<file path="src/rtl/qoi_pixel_framer_if.sv">
// qoi_pixel_framer_if: header, pixel and AXI-stream signals between decoder, framer and PPM sink
interface qoi_pixel_framer_if;
  logic        i_hdr_en;
  logic [31:0] i_width;
  logic [31:0] i_height;
  logic        o_hdr_rdy;
  logic        i_pix_en;
  logic [7:0]  i_R;
  logic [7:0]  i_G;
  logic [7:0]  i_B;
  logic        o_pix_rdy;
  logic        o_tvalid;
  logic        i_tready;
  logic        o_tlast;
  logic [7:0]  o_R;
  logic [7:0]  o_G;
  logic [7:0]  o_B;
  logic [31:0] o_width;
  logic [31:0] o_height;
  logic        o_frame_done;
  logic        o_overflow;
  modport slave (
    input  i_hdr_en, i_width, i_height, i_pix_en, i_R, i_G, i_B, i_tready,
    output o_hdr_rdy, o_pix_rdy, o_tvalid, o_tlast, o_R, o_G, o_B,
           o_width, o_height, o_frame_done, o_overflow
  );
  modport master (
    output i_hdr_en, i_width, i_height, i_pix_en, i_R, i_G, i_B, i_tready,
    input  o_hdr_rdy, o_pix_rdy, o_tvalid, o_tlast, o_R, o_G, o_B,
           o_width, o_height, o_frame_done, o_overflow
  );
endinterface

</file>
<file path="src/rtl/qoi_pixel_framer.sv">
// qoi_pixel_framer: latches QOI header, buffers RGB pixels in a FWFT FIFO, emits AXI-stream with end-of-image tlast
module qoi_pixel_framer #(
  parameter int DEPTH_LOG2 = 4
) (
  input logic                 clk,
  input logic                 rstn,
  qoi_pixel_framer_if.slave   bus
);
  localparam int DEPTH = 1 << DEPTH_LOG2;
  typedef enum logic [1:0] {IDLE, STREAM, DRAIN} state_t;
  state_t              r_state;
  logic [31:0]         r_x, r_y, r_w, r_h;
  logic [DEPTH_LOG2:0] r_wr, r_rd;
  logic [24:0]         r_mem [DEPTH];
  logic                r_overflow;
  logic                w_full, w_empty, w_hdr, w_push, w_pop, w_xwrap, w_last;
  logic [24:0]         w_head;
  assign w_empty = r_wr == r_rd;
  assign w_full  = (r_wr[DEPTH_LOG2] != r_rd[DEPTH_LOG2]) &&
                   (r_wr[DEPTH_LOG2-1:0] == r_rd[DEPTH_LOG2-1:0]);
  assign bus.o_hdr_rdy = r_state == IDLE;
  assign bus.o_pix_rdy = (r_state == STREAM) && !w_full;
  assign w_hdr   = bus.i_hdr_en && bus.o_hdr_rdy;
  assign w_push  = bus.i_pix_en && bus.o_pix_rdy;
  assign w_pop   = !w_empty && bus.i_tready;
  assign w_xwrap = r_x == r_w - 32'd1;
  assign w_last  = w_xwrap && (r_y == r_h - 32'd1);
  // Head is forced to zero when empty so outputs read as reset values under reset
  assign w_head  = w_empty ? '0 : r_mem[r_rd[DEPTH_LOG2-1:0]];
  assign {bus.o_tlast, bus.o_R, bus.o_G, bus.o_B} = w_head;
  assign bus.o_tvalid     = !w_empty;
  assign bus.o_frame_done = w_pop && w_head[24];
  assign bus.o_width      = r_w;
  assign bus.o_height     = r_h;
  assign bus.o_overflow   = r_overflow;
  always_ff @(posedge clk)
    if (w_push) r_mem[r_wr[DEPTH_LOG2-1:0]] <= {w_last, bus.i_R, bus.i_G, bus.i_B};
  always_ff @(posedge clk or negedge rstn) begin
    if (!rstn) begin
      r_state    <= IDLE;
      r_x        <= '0;
      r_y        <= '0;
      r_w        <= '0;
      r_h        <= '0;
      r_wr       <= '0;
      r_rd       <= '0;
      r_overflow <= 1'b0;
    end else begin
      r_overflow <= r_overflow || (bus.i_pix_en && !bus.o_pix_rdy);
      if (w_push) r_wr <= r_wr + (DEPTH_LOG2+1)'(1);
      if (w_pop) r_rd <= r_rd + (DEPTH_LOG2+1)'(1);
      case (r_state)
        IDLE:
          if (w_hdr) begin
            r_w     <= bus.i_width;
            r_h     <= bus.i_height;
            r_x     <= '0;
            r_y     <= '0;
            r_state <= (bus.i_width == '0 || bus.i_height == '0) ? IDLE : STREAM;
          end
        STREAM:
          if (w_push) begin
            r_x <= w_xwrap ? '0 : r_x + 32'd1;
            if (w_xwrap) r_y <= r_y + 32'd1;
            if (w_last) r_state <= DRAIN;
          end
        DRAIN:
          if (bus.o_frame_done) r_state <= IDLE;
        default: r_state <= IDLE;
      endcase
    end
  end
endmodule
</file>
<file path="src/flat_wrapper.sv">
// flat-port wrapper written by rule: the top's interface ports become plain ports
module qoi_pixel_framer_flat 
#(
  parameter int DEPTH_LOG2 = 4
)
  (clk, rstn, bus_i_hdr_en, bus_i_width, bus_i_height, bus_i_pix_en, bus_i_R, bus_i_G, bus_i_B, bus_i_tready, bus_o_hdr_rdy, bus_o_pix_rdy, bus_o_tvalid, bus_o_tlast, bus_o_R, bus_o_G, bus_o_B, bus_o_width, bus_o_height, bus_o_frame_done, bus_o_overflow);
  qoi_pixel_framer_if bus_i ();
  input logic clk;
  input logic rstn;
  input wire logic [$bits(bus_i.i_hdr_en)-1:0] bus_i_hdr_en;
  input wire logic [$bits(bus_i.i_width)-1:0] bus_i_width;
  input wire logic [$bits(bus_i.i_height)-1:0] bus_i_height;
  input wire logic [$bits(bus_i.i_pix_en)-1:0] bus_i_pix_en;
  input wire logic [$bits(bus_i.i_R)-1:0] bus_i_R;
  input wire logic [$bits(bus_i.i_G)-1:0] bus_i_G;
  input wire logic [$bits(bus_i.i_B)-1:0] bus_i_B;
  input wire logic [$bits(bus_i.i_tready)-1:0] bus_i_tready;
  output wire logic [$bits(bus_i.o_hdr_rdy)-1:0] bus_o_hdr_rdy;
  output wire logic [$bits(bus_i.o_pix_rdy)-1:0] bus_o_pix_rdy;
  output wire logic [$bits(bus_i.o_tvalid)-1:0] bus_o_tvalid;
  output wire logic [$bits(bus_i.o_tlast)-1:0] bus_o_tlast;
  output wire logic [$bits(bus_i.o_R)-1:0] bus_o_R;
  output wire logic [$bits(bus_i.o_G)-1:0] bus_o_G;
  output wire logic [$bits(bus_i.o_B)-1:0] bus_o_B;
  output wire logic [$bits(bus_i.o_width)-1:0] bus_o_width;
  output wire logic [$bits(bus_i.o_height)-1:0] bus_o_height;
  output wire logic [$bits(bus_i.o_frame_done)-1:0] bus_o_frame_done;
  output wire logic [$bits(bus_i.o_overflow)-1:0] bus_o_overflow;
  assign bus_i.i_hdr_en = bus_i_hdr_en;
  assign bus_i.i_width = bus_i_width;
  assign bus_i.i_height = bus_i_height;
  assign bus_i.i_pix_en = bus_i_pix_en;
  assign bus_i.i_R = bus_i_R;
  assign bus_i.i_G = bus_i_G;
  assign bus_i.i_B = bus_i_B;
  assign bus_i.i_tready = bus_i_tready;
  assign bus_o_hdr_rdy = bus_i.o_hdr_rdy;
  assign bus_o_pix_rdy = bus_i.o_pix_rdy;
  assign bus_o_tvalid = bus_i.o_tvalid;
  assign bus_o_tlast = bus_i.o_tlast;
  assign bus_o_R = bus_i.o_R;
  assign bus_o_G = bus_i.o_G;
  assign bus_o_B = bus_i.o_B;
  assign bus_o_width = bus_i.o_width;
  assign bus_o_height = bus_i.o_height;
  assign bus_o_frame_done = bus_i.o_frame_done;
  assign bus_o_overflow = bus_i.o_overflow;
  qoi_pixel_framer #(.DEPTH_LOG2(DEPTH_LOG2)) u_core (.clk(clk), .rstn(rstn), .bus(bus_i));
endmodule
</file>
<file path="config.mk">
export PLATFORM = sky130hd
export DESIGN_NAME = qoi_pixel_framer_flat
export DESIGN_NICKNAME = d
export VERILOG_FILES = /design/src/rtl/qoi_pixel_framer_if.sv /design/src/rtl/qoi_pixel_framer.sv /design/src/flat_wrapper.sv
export SDC_FILE = /design/constraint.sdc
export NUM_CORES = 1
export LEC_CHECK = 0
export CAP_MARGIN = 25
export CORE_ASPECT_RATIO = 1.4
export CORE_MARGIN = 2
export CORE_UTILIZATION = 35
export DETAILED_ROUTE_END_ITERATION = 12
export MAX_ROUTING_LAYER = met4
export PLACE_DENSITY = 0.54
export SLEW_MARGIN = 20
export SYNTH_ARGS = -nofsm -noshare
export SYNTH_HDL_FRONTEND = slang
export SYNTH_SLANG_ARGS = --single-unit
</file>
<file path="constraint.sdc">
create_clock -name clk -period 3.9 [get_ports clk]
set_clock_uncertainty 0.05 [all_clocks]
set_input_delay 0.39 -clock clk [delete_from_list [all_inputs] [get_ports clk]]
set_output_delay 0.39 -clock clk [all_outputs]
set_load 0.02 [all_outputs]
</file>
Word-level counts from Yosys, hierarchy flattened
Memory sizes are Yosys's and may differ from the RTL's.
Index checks and enable logic that the tools add are counted.
Storage, ports and cells
  register bits after elaboration: 141
  memories kept: 1
  word-level logic and storage cells: 64
  bits in writable memories: 400
  output and inout port bits: 94
Cells by class
  mux-type cells: 16
  add/sub/neg operators: 6
  reductions and logical operators: 21
  equal/unequal tests: 12
Memories
  u_core.r_mem: depth 16, bits a word 25, read ports 1, clocked after Yosys merged registers in 0, write ports 1, line qoi_pixel_framer.sv:14  | logic [24:0] r_mem [DEPTH];
Operators with widths (number)
  2-to-1 mux 32 bit: 5
  case mux 32 bit (2 select lines): 2
  adder 32 x 1 -> 32 bit, second input constant: 2
  equality test 32 bit: 2
  logical NOT 32 bit: 2
  subtractor 32 x 1 -> 32 bit, second input constant: 2
  2-to-1 mux 25 bit: 1
  adder 5 x 1 -> 5 bit, second input constant: 2
  logical AND 1 bit: 8
  2-to-1 mux 2 bit: 4
  AND reduction 4 bit: 2
  inequality test 2 x 1 -> 1 bit, second input constant: 3
  case mux 2 bit (3 select lines): 1
  equality test 5 bit: 1
  equality test 4 bit: 1
  inequality test 2 bit, second input constant: 2
  logical NOT 1 bit: 3
  2-to-1 mux 1 bit: 3
  AND reduction 3 bit: 1
  equality test 2 x 1 -> 1 bit, second input constant: 1
  equality test 2 bit, second input constant: 1
  logical NOT 2 bit: 1
  logical OR 1 bit: 2
  AND reduction 2 bit: 1
  other kinds (2): 2

Depth between registers and ports, before layout
Gate-level depths: netlist (run 1).
  word-level depth: 7
  gate-level depth with buffers: 14
  mapped depth without buffers: 11

Least setup slack after synthesis (run 1)
No wires, ideal clock.
  path type: register -> register
  start: reg u_core.r_rd[3]
  end: mem u_core.r_mem[3][0] (enable)
  data required time: 3.412 ns
  cell stages (with the launch flop): 9
  library setup time: 0.438 ns
  data arrival time: 3.576 ns
  path slack: -0.165 ns
  cells stage by stage: dfrtp_1 > clkbuf_1 > xor2_1 > nor4_1 > a21oi_1 > and2_1 > buf_2 > nand2_1 > nor3_1
On the way
  cells in the longest elaborated chain, start to end: 7
RTL lines
  start: declaration: line qoi_pixel_framer.sv:13  | logic [DEPTH_LOG2:0] r_wr, r_rd;
  start signal: assignment: line qoi_pixel_framer.sv:51  | if (w_pop) r_rd <= r_rd + (DEPTH_LOG2+1)'(1);
  equality test 4 bit: line qoi_pixel_framer.sv:20  | (r_wr[DEPTH_LOG2-1:0] == r_rd[DEPTH_LOG2-1:0]);
  logical AND 1 bit: line qoi_pixel_framer.sv:19  | assign w_full = (r_wr[DEPTH_LOG2] != r_rd[DEPTH_LOG2]) &&
  logical NOT 1 bit: line qoi_pixel_framer.sv:22  | assign bus.o_pix_rdy = (r_state == STREAM) && !w_full;
  logical AND 1 bit: line qoi_pixel_framer.sv:22
  named net bus_o_pix_rdy: line flat_wrapper.sv:19  | output wire logic [$bits(bus_i.o_pix_rdy)-1:0] bus_o_pix_rdy;
  logical AND 1 bit: line qoi_pixel_framer.sv:24  | assign w_push = bus.i_pix_en && bus.o_pix_rdy;
  2-to-1 mux 1 bit: line qoi_pixel_framer.sv:37  | if (w_push) r_mem[r_wr[DEPTH_LOG2-1:0]] <= {w_last, bus.i_R, bus.i_G, bus.i_B};
  2-to-1 mux 1 bit (implied by the code): line qoi_pixel_framer.sv:37
  end: declaration: line qoi_pixel_framer.sv:14
The timed path passes the listed nets, and every way through them passes these cells.

Worst setup path after layout (run 1)
  start: reg u_core.r_rd[0]
  end: out bus_o_G[6]
On the way
  cells in the longest elaborated chain, start to end: 2
  elaborated cells between the ends (all ways): 3
RTL lines
  memory (16 x 25 bit) or equality test 5 bit (tied branches)
  2-to-1 mux 25 bit *: line qoi_pixel_framer.sv:29  | assign w_head = w_empty ? '0 : r_mem[r_rd[DEPTH_LOG2-1:0]];
  end: declaration: line flat_wrapper.sv:23  | output wire logic [$bits(bus_i.o_G)-1:0] bus_o_G;
Every way passes the cells marked *; elsewhere a longest branch is shown, timed or not.

==> flow_summary.json, run 1 <==
{
  "status": "finished clean",
  "dp_hpwl_mm": 43.2,
  "clockBufferDepth": 3,
  "use_met3": 0.0330,
  "top_usage_layer": "met2",
  "synth-seq-area-share": 0.630,
  "grt_start_max_net_pins": 89,
  "coreArea_mm2": 0.0699,
  "clkPwrFrac": 0.302,
  "worstMarginPinSlew_ps": 904,
  "route.detailed.drc": 0,
  "cts_made_buffers": 54,
  "arrival_ps": 3320,
  "p_int_w": 0.0124,
  "crit_required_ps": 3460,
  "end_kind": "output port",
  "dieArea_mm2": 0.0726,
  "synth_top_area_frac": 0.487,
  "power_frac_seq": 0.398,
  "switching_share": 0.293,
  "leakagePower_nw": 11.0,
  "syn_to_final_growth_pct": 22.1,
  "wire_per_inst_um": 22.9,
  "clk_pin_slew_ps": 70,
  "io_buffer_count": 186,
  "worst_setup_path_start_kind": "flop",
  "start_util": 0.353,
  "hold_slack_ps": 264,
  "dr.pass1.iters": 5,
  "drv_cap": 0,
  "grt.total_usage": 0.191,
  "criticalPathCategory": "reg2out",
  "htree_levels": 2,
  "finalMaxSlewViolations": 0,
  "synth_largest_area_cell": "edfxtp_1",
  "ant_nets": 0,
  "nets": 2068,
  "max-slew-margin-rel": 0.397,
  "synthArstFlopShare": 0.261,
  "std_cell_rows": 115,
  "grt_first_pass_wirelength_mm": 103,
  "netlist_top_cells_area": "edfxtp_1 (49%), dfrtp_1 (14%), mux4_2 (11%), nand2_1 (3.6%), xnor2_1 (2.1%)",
  "powerDensity_mw_per_mm2": 583,
  "avgSynthCellArea_um2": 14.1,
  "drtIter0Drc": 1033,
  "gp_congestion": 0.895,
  "synthCells": 1744,
  "pwr-share-comb": 0.301,
  "wirelength_mm": 67.4,
  "p_switching_w": 0.00515,
  "setup_viol": 0,
  "synth_edf_count": 400,
  "min_period_ps": 3760,
  "synth_commonest_cells": "edfxtp_1 (400), nand2_1 (237), dfrtp_1 (141)",
  "cts_root_buffer": "clkbuf_16",
  "vias": 15937,
  "rsz0062_at_grt": "no",
  "syn_nets": 1846,
  "n_fill_cell": 6441,
  "first_global_vias": 16825,
  "clkSinkCount": 541,
  "overflow": 0,
  "cts_tree": "built",
  "yosysMostFrequentCell": "edfxtp_1",
  "die_w_um": 228,
  "insertion_delay_ps": 630,
  "synth_seq_cells": 541,
  "grt_use_met1": 0.207,
  "synth-warning-count": 0,
  "final-seq-area_mm2": 0.0155,
  "avgViaCountPerCell": 5.41,
  "synth_top_flop_cell": "edfxtp_1",
  "ios": 187,
  "hold_path_class": "in2reg",
  "hold_viol_final": 0,
  "antenna_found_initial": 3,
  "met2_usage": 0.348,
  "crit_fanout": 16,
  "synthDistinctLibCells": 78,
  "fmax_mhz": 266,
  "place_ws_ps": 166,
  "netlist_area_mm2": 0.0247,
  "layout-drive-gt1-share": 0.175,
  "peakVddDrop_mv": 0.431,
  "multiInputGateArea_mm2": 0.00870,
  "layout_setup_ws_ps": 139,
  "layout_worst_path_cycle_share": 0.964,
  "die_h_um": 318
}
==> cells in the final DEF (no fill, tap or decap), drive strengths merged, types with 36 or more instances in the layout <==
master and instances:
edfxtp 400, nand2 237, clkdlybuf4s50 183, dfrtp 141, mux4 125, nor2 77
buf 74, clkbuf 71, xnor2 58, nor4 58, o21ai 49, inv 40
nand3 39, nand4 38, xor2 36, nor3 36
==> path summary, 6_finish.rpt <==
| path | startpoint | to | slack (ps) | cells after the start |
|---|---|---|---|---|
| hold reg to reg | u_core.bus.o_overflow$_DFF_PN0_ | u_core.bus.o_overflow$_DFF_PN0_ | 430 | 1 |
| hold / removal | bus_i_height[2] | u_core.bus.o_height[2]$_DFFE_PN0P_ | 260 | 3 |
| min in group asynchronous | rstn | u_core.bus.o_width[10]$_DFFE_PN0P_ | 400 | 2 |
| setup / recovery | u_core.r_rd[0]$_DFFE_PN0P_ | bus_o_G[6] | 140 | 6 |
| max in group asynchronous | rstn | u_core.r_y[27]$_DFFE_PN0P_ | 2380 | 3 |
| setup reg to reg | u_core.bus.o_width[3]$_DFFE_PN0P_ | u_core.r_x[0]$_DFFE_PN0P_ | 190 | 11 |
==> power groups by stage <==
stage	clock network (W)	registers (W)	logic, W
after floorplan	0	0.00695	0.00323
after global placement	0	0.00711	0.00520
after detailed placement	0	0.00714	0.00521
after CTS	0.00545	0.00697	0.00532
after global routing	0.00566	0.00702	0.00565
final	0.00529	0.00698	0.00527
==> cell families (layout without fill, tap and decap cells) <==
kind of cell | Yosys count | count (layout) | share of synthesized area
other | 0 | 2 | 0
AOI/OAI and AO/OA | 179 | 179 | 0.0493
and+or+nand+nor | 652 | 652 | 0.142
DFF | 541 | 541 | 0.630
xor gates and xnor gates | 94 | 94 | 0.0334
buffers and inverters | 133 | 396 | 0.0216
adders and majority gates | 9 | 9 | 0.00457
muxes | 136 | 136 | 0.119
==> routing by layer <==
layer	share of wire	wire length [um]
met1	0.38	25600
met2	0.54	36600
met3	0.044	2990
met4	0.033	2240
met5	0	0
==> what timing repair did <==
action / 4_1_cts / 5_1_grt
gates resized for setup: 0 / 10
setup buffers: 3 / 1
hold endpoints to repair: 86 / 0
hold buffers: 1 / 0
setup endpoints to repair: 26 / 45
gates cloned: 0 / 2
pin swaps: 0 / 1
==> layout make-up <==
type	count	area share
Multi-Input combinational cell	1070	0.289
Timing Repair Buffer	262	0.0912
Tap cell	936	0.0389
Antenna cell	2	0.000166
Clock inverter	28	0.0105
Clock buffer	69	0.0492
Sequential cell	541	0.517
Inverter	37	0.00461
==> per-stage QoR <==
stage | cells | TNS, ps | cell area [um^2] | power [W] | util
6_report | 2945 | 0 | 30100 | 0.0175 | 0.430
5_1_grt | 2945 | 0 | 30100 | 0.0183 | 0.430
4_1_cts | 2940 | 0 | 30000 | 0.0178 | 0.429
3_5_place_dp | 2839 | 0 | 28100 | 0.0123 | 0.403
3_3_place_gp | 2839 | 0 | 28100 | 0.0123 | 0.403
2_1_floorplan | 1744 | -6570 | 24700 | 0.0102 | -
==> flip-flops by register name, summed over array words and instances, names as in the netlist <==
name,cells
u_core.bus.o_height,32
u_core.bus.o_overflow,1
u_core.bus.o_width,32
u_core.r_mem,400
u_core.r_rd,5
u_core.r_state,2
u_core.r_wr,5
u_core.r_x,32
u_core.r_y,32
==> worst max-delay path, cell delays in order, from the launching register on <==
cell	delay, ps
dfrtp_4	560
buf_12	170
clkbuf_16	220
mux4_2	510
mux4_2	510
and2_1	180
clkdlybuf4s50_1	530
Power figures use the tool's default switching activity.
==> inputs of run 2 (changes only) <==
--- a/config.mk
+++ b/config.mk
@@ -8,10 +8,10 @@
 export CAP_MARGIN = 25
 export CORE_ASPECT_RATIO = 1.4
 export CORE_MARGIN = 2
-export CORE_UTILIZATION = 35
+export CORE_UTILIZATION = 40
 export DETAILED_ROUTE_END_ITERATION = 12
 export MAX_ROUTING_LAYER = met4
-export PLACE_DENSITY = 0.54
+export PLACE_DENSITY = 0.6
 export SLEW_MARGIN = 20
 export SYNTH_ARGS = -nofsm -noshare
 export SYNTH_HDL_FRONTEND = slang
==> run 2 against run 1 <==
Flip-flop and latch count did not move. Combinational power fell by 4.0%. Hold slack better by 30 ps. Via count fell by 1.4%. First-iteration DRC count grew 28%. Routed wire length fell by 4.3%. Register-to-register slack worse by 20 ps. Critical path depth down 1. Sequential power barely moved. Final cell count is 4.6% lower. Fmax barely moved.
==> flow_summary.json, run 2 (synthesis gave the netlist of run 1 again) <==
{
  "avgViaCountPerCell": 5.59,
  "dp_hpwl_mm": 40.7,
  "grt.total_usage": 0.209,
  "leakagePower_nw": 10.8,
  "antenna_found_initial": 1,
  "io_buffer_count": 186,
  "worstReg2RegEnd": "u_core.r_x[0]$_DFFE_PN0P_",
  "cts_root_buffer": "clkbuf_16",
  "grt_first_pass_wirelength_mm": 97.3,
  "reg2reg_depth": 11,
  "std_cell_rows": 107,
  "wire_per_inst_um": 23.0,
  "cts_tree": "built",
  "clk_pin_slew_ps": 60,
  "ios": 187,
  "whs_endpoint": "u_core.bus.o_height[12]$_DFFE_PN0P_",
  "cp_slowest_cell": "mux4_2",
  "cp_slowest_stage_delay_ps": 560,
  "total_power_w": 0.0170,
  "cts_made_buffers": 53,
  "insertion_delay_ps": 610,
  "clockBufferDepth": 3,
  "die_w_um": 214,
  "finalMaxSlewViolations": 0,
  "r2r_start": "u_core.bus.o_width[2]$_DFFE_PN0P_",
  "fmax_mhz": 266,
  "start_util": 0.405,
  "dieArea_mm2": 0.0637,
  "criticalPathCategory": "reg2out",
  "r2r_slack_ps": 170,
  "wirelength_mm": 64.5,
  "clkSinkCount": 541,
  "final_cell_mix": "edfxtp_1 (400), nand2_1 (236), clkdlybuf4s50_1 (184)",
  "crit_buf_inv": 2,
  "crit_fanout": 21,
  "worstMarginPinSlew_ps": 875,
  "crit_required_ps": 3460,
  "ant_nets": 0,
  "layout-drive-gt1-share": 0.167,
  "coreArea_mm2": 0.0609,
  "arrival_ps": 3320,
  "final_common_cell": "edfxtp_1",
  "status": "finished clean",
  "max-slew-margin-rel": 0.411,
  "route.detailed.drc": 0,
  "gp_congestion": 0.875,
  "worst_setup_path_start_kind": "flop",
  "worstPathCellList": "buf_4 -> mux4_2 -> mux4_2 -> and2_1 -> clkdlybuf4s50_1",
  "min_period_ps": 3760,
  "setup_viol": 0,
  "layout.cells.non_filler": 2810,
  "overflow": 0,
  "final-seq-area_mm2": 0.0155,
  "drv_cap": 0,
  "hold_start": "bus_i_height[12]",
  "dr.pass1.iters": 5,
  "cp_top_family": "multiplexers",
  "peakVddDrop_mv": 0.560,
  "dpl.cell_count": 2710,
  "path_depth": 5,
  "holdPathStages": 3,
  "grt_start_max_net_pins": 104,
  "vias": 15711,
  "layout_worst_path_cycle_share": 0.965,
  "hold_path_class": "in2reg",
  "multiInputGateArea_mm2": 0.00871,
  "powerDensity_mw_per_mm2": 574,
  "die_h_um": 298,
  "largest_reg_flops": 400,
  "hold_viol_final": 0,
  "end_kind": "output port",
  "syn_to_final_growth_pct": 19.8,
  "htree_levels": 2,
  "first_global_vias": 16128,
  "drtIter0Drc": 1326,
  "nets": 2053,
  "hold_slack_ps": 294,
  "critPathMostFrequentCell": "mux4_2",
  "n_fill_cell": 5263
}
[run 2: cell count changes in the layout (fill, tap and decap cells not counted), moves of 2 or more]
cell / before / now
clkinv_2: 9 / 7
buf_12: 18 / 7
clkbuf_16: 58 / 54
bufinv_16: 5 / 3
clkbuf_8: 3 / 0
clkbuf_1: 10 / 14
clkinv_1: 7 / 10
buf_4: 52 / 50
[run 2: layout make-up]
class                           instances  area share
Inverter                               37     0.00470
Tap cell                              817      0.0346
Antenna cell                            1   0.0000847
Multi-Input combinational cell       1070       0.295
Clock buffer                           67      0.0467
Sequential cell                       541       0.526
Clock inverter                         29     0.00902
Timing Repair Buffer                  248      0.0835
[run 2: how the worst max path moves through the flow]
stage | slack, ps | start | to
after global routing | -1 | u_core.bus.o_width[2]$_DFFE_PN0P_ | u_core.r_x[0]$_DFFE_PN0P_
after global placement | 230 | u_core.bus.o_width[0]$_DFFE_PN0P_ | u_core.r_x[0]$_DFFE_PN0P_
after detailed placement | 150 | u_core.bus.o_width[0]$_DFFE_PN0P_ | u_core.r_y[6]$_DFFE_PN0P_
after floorplan | -130 | u_core.r_rd[3]$_DFFE_PN0P_ | u_core.r_mem[1][0]$_DFFE_PP_
final | 140 | u_core.r_rd[0]$_DFFE_PN0P_ | bus_o_B[0]
after CTS | 30 | u_core.r_rd[0]$_DFFE_PN0P_ | bus_o_frame_done
[run 2: power by group]
part | switching, W | internal [W] | total, W
Clock | 0.00224 | 0.00272 | 0.00495
Sequential | 0.000232 | 0.00671 | 0.00695
Combinational | 0.00255 | 0.00251 | 0.00506
[run 2: repair_timing]
action | in CTS | in global routing
resized for setup | 0 | 12
endpoints found under the hold margin | 73 | 0
endpoints found under the setup margin | 0 | 49
hold buffers | 1 | 0
setup buffers | 0 | 1
[run 2: metal layers]
layer	global-route usage	part of all wire
met3	0.0308	0.042
met4	0.0729	0.035
met2	0.370	0.54
met1	0.239	0.38
met5	-	0
[run 2: worst min-delay path, delay by kind of cell]
family / cells / cell delay, ps
simple gates: 2 / 110
buf+inv: 1 / 420
[run 2: metrics by stage]
stage | util | setup WS [ps] | TNS [ps] | area, um^2
final | 0.485 | 137 | 0 | 29500
after detailed placement | 0.456 | 147 | 0 | 27800
after global routing | 0.485 | -1.07 | -1.07 | 29500
after global placement | 0.456 | 235 | 0 | 27800
after floorplan | - | -131 | -6570 | 24700
after CTS | 0.483 | 34.6 | 0 | 29400
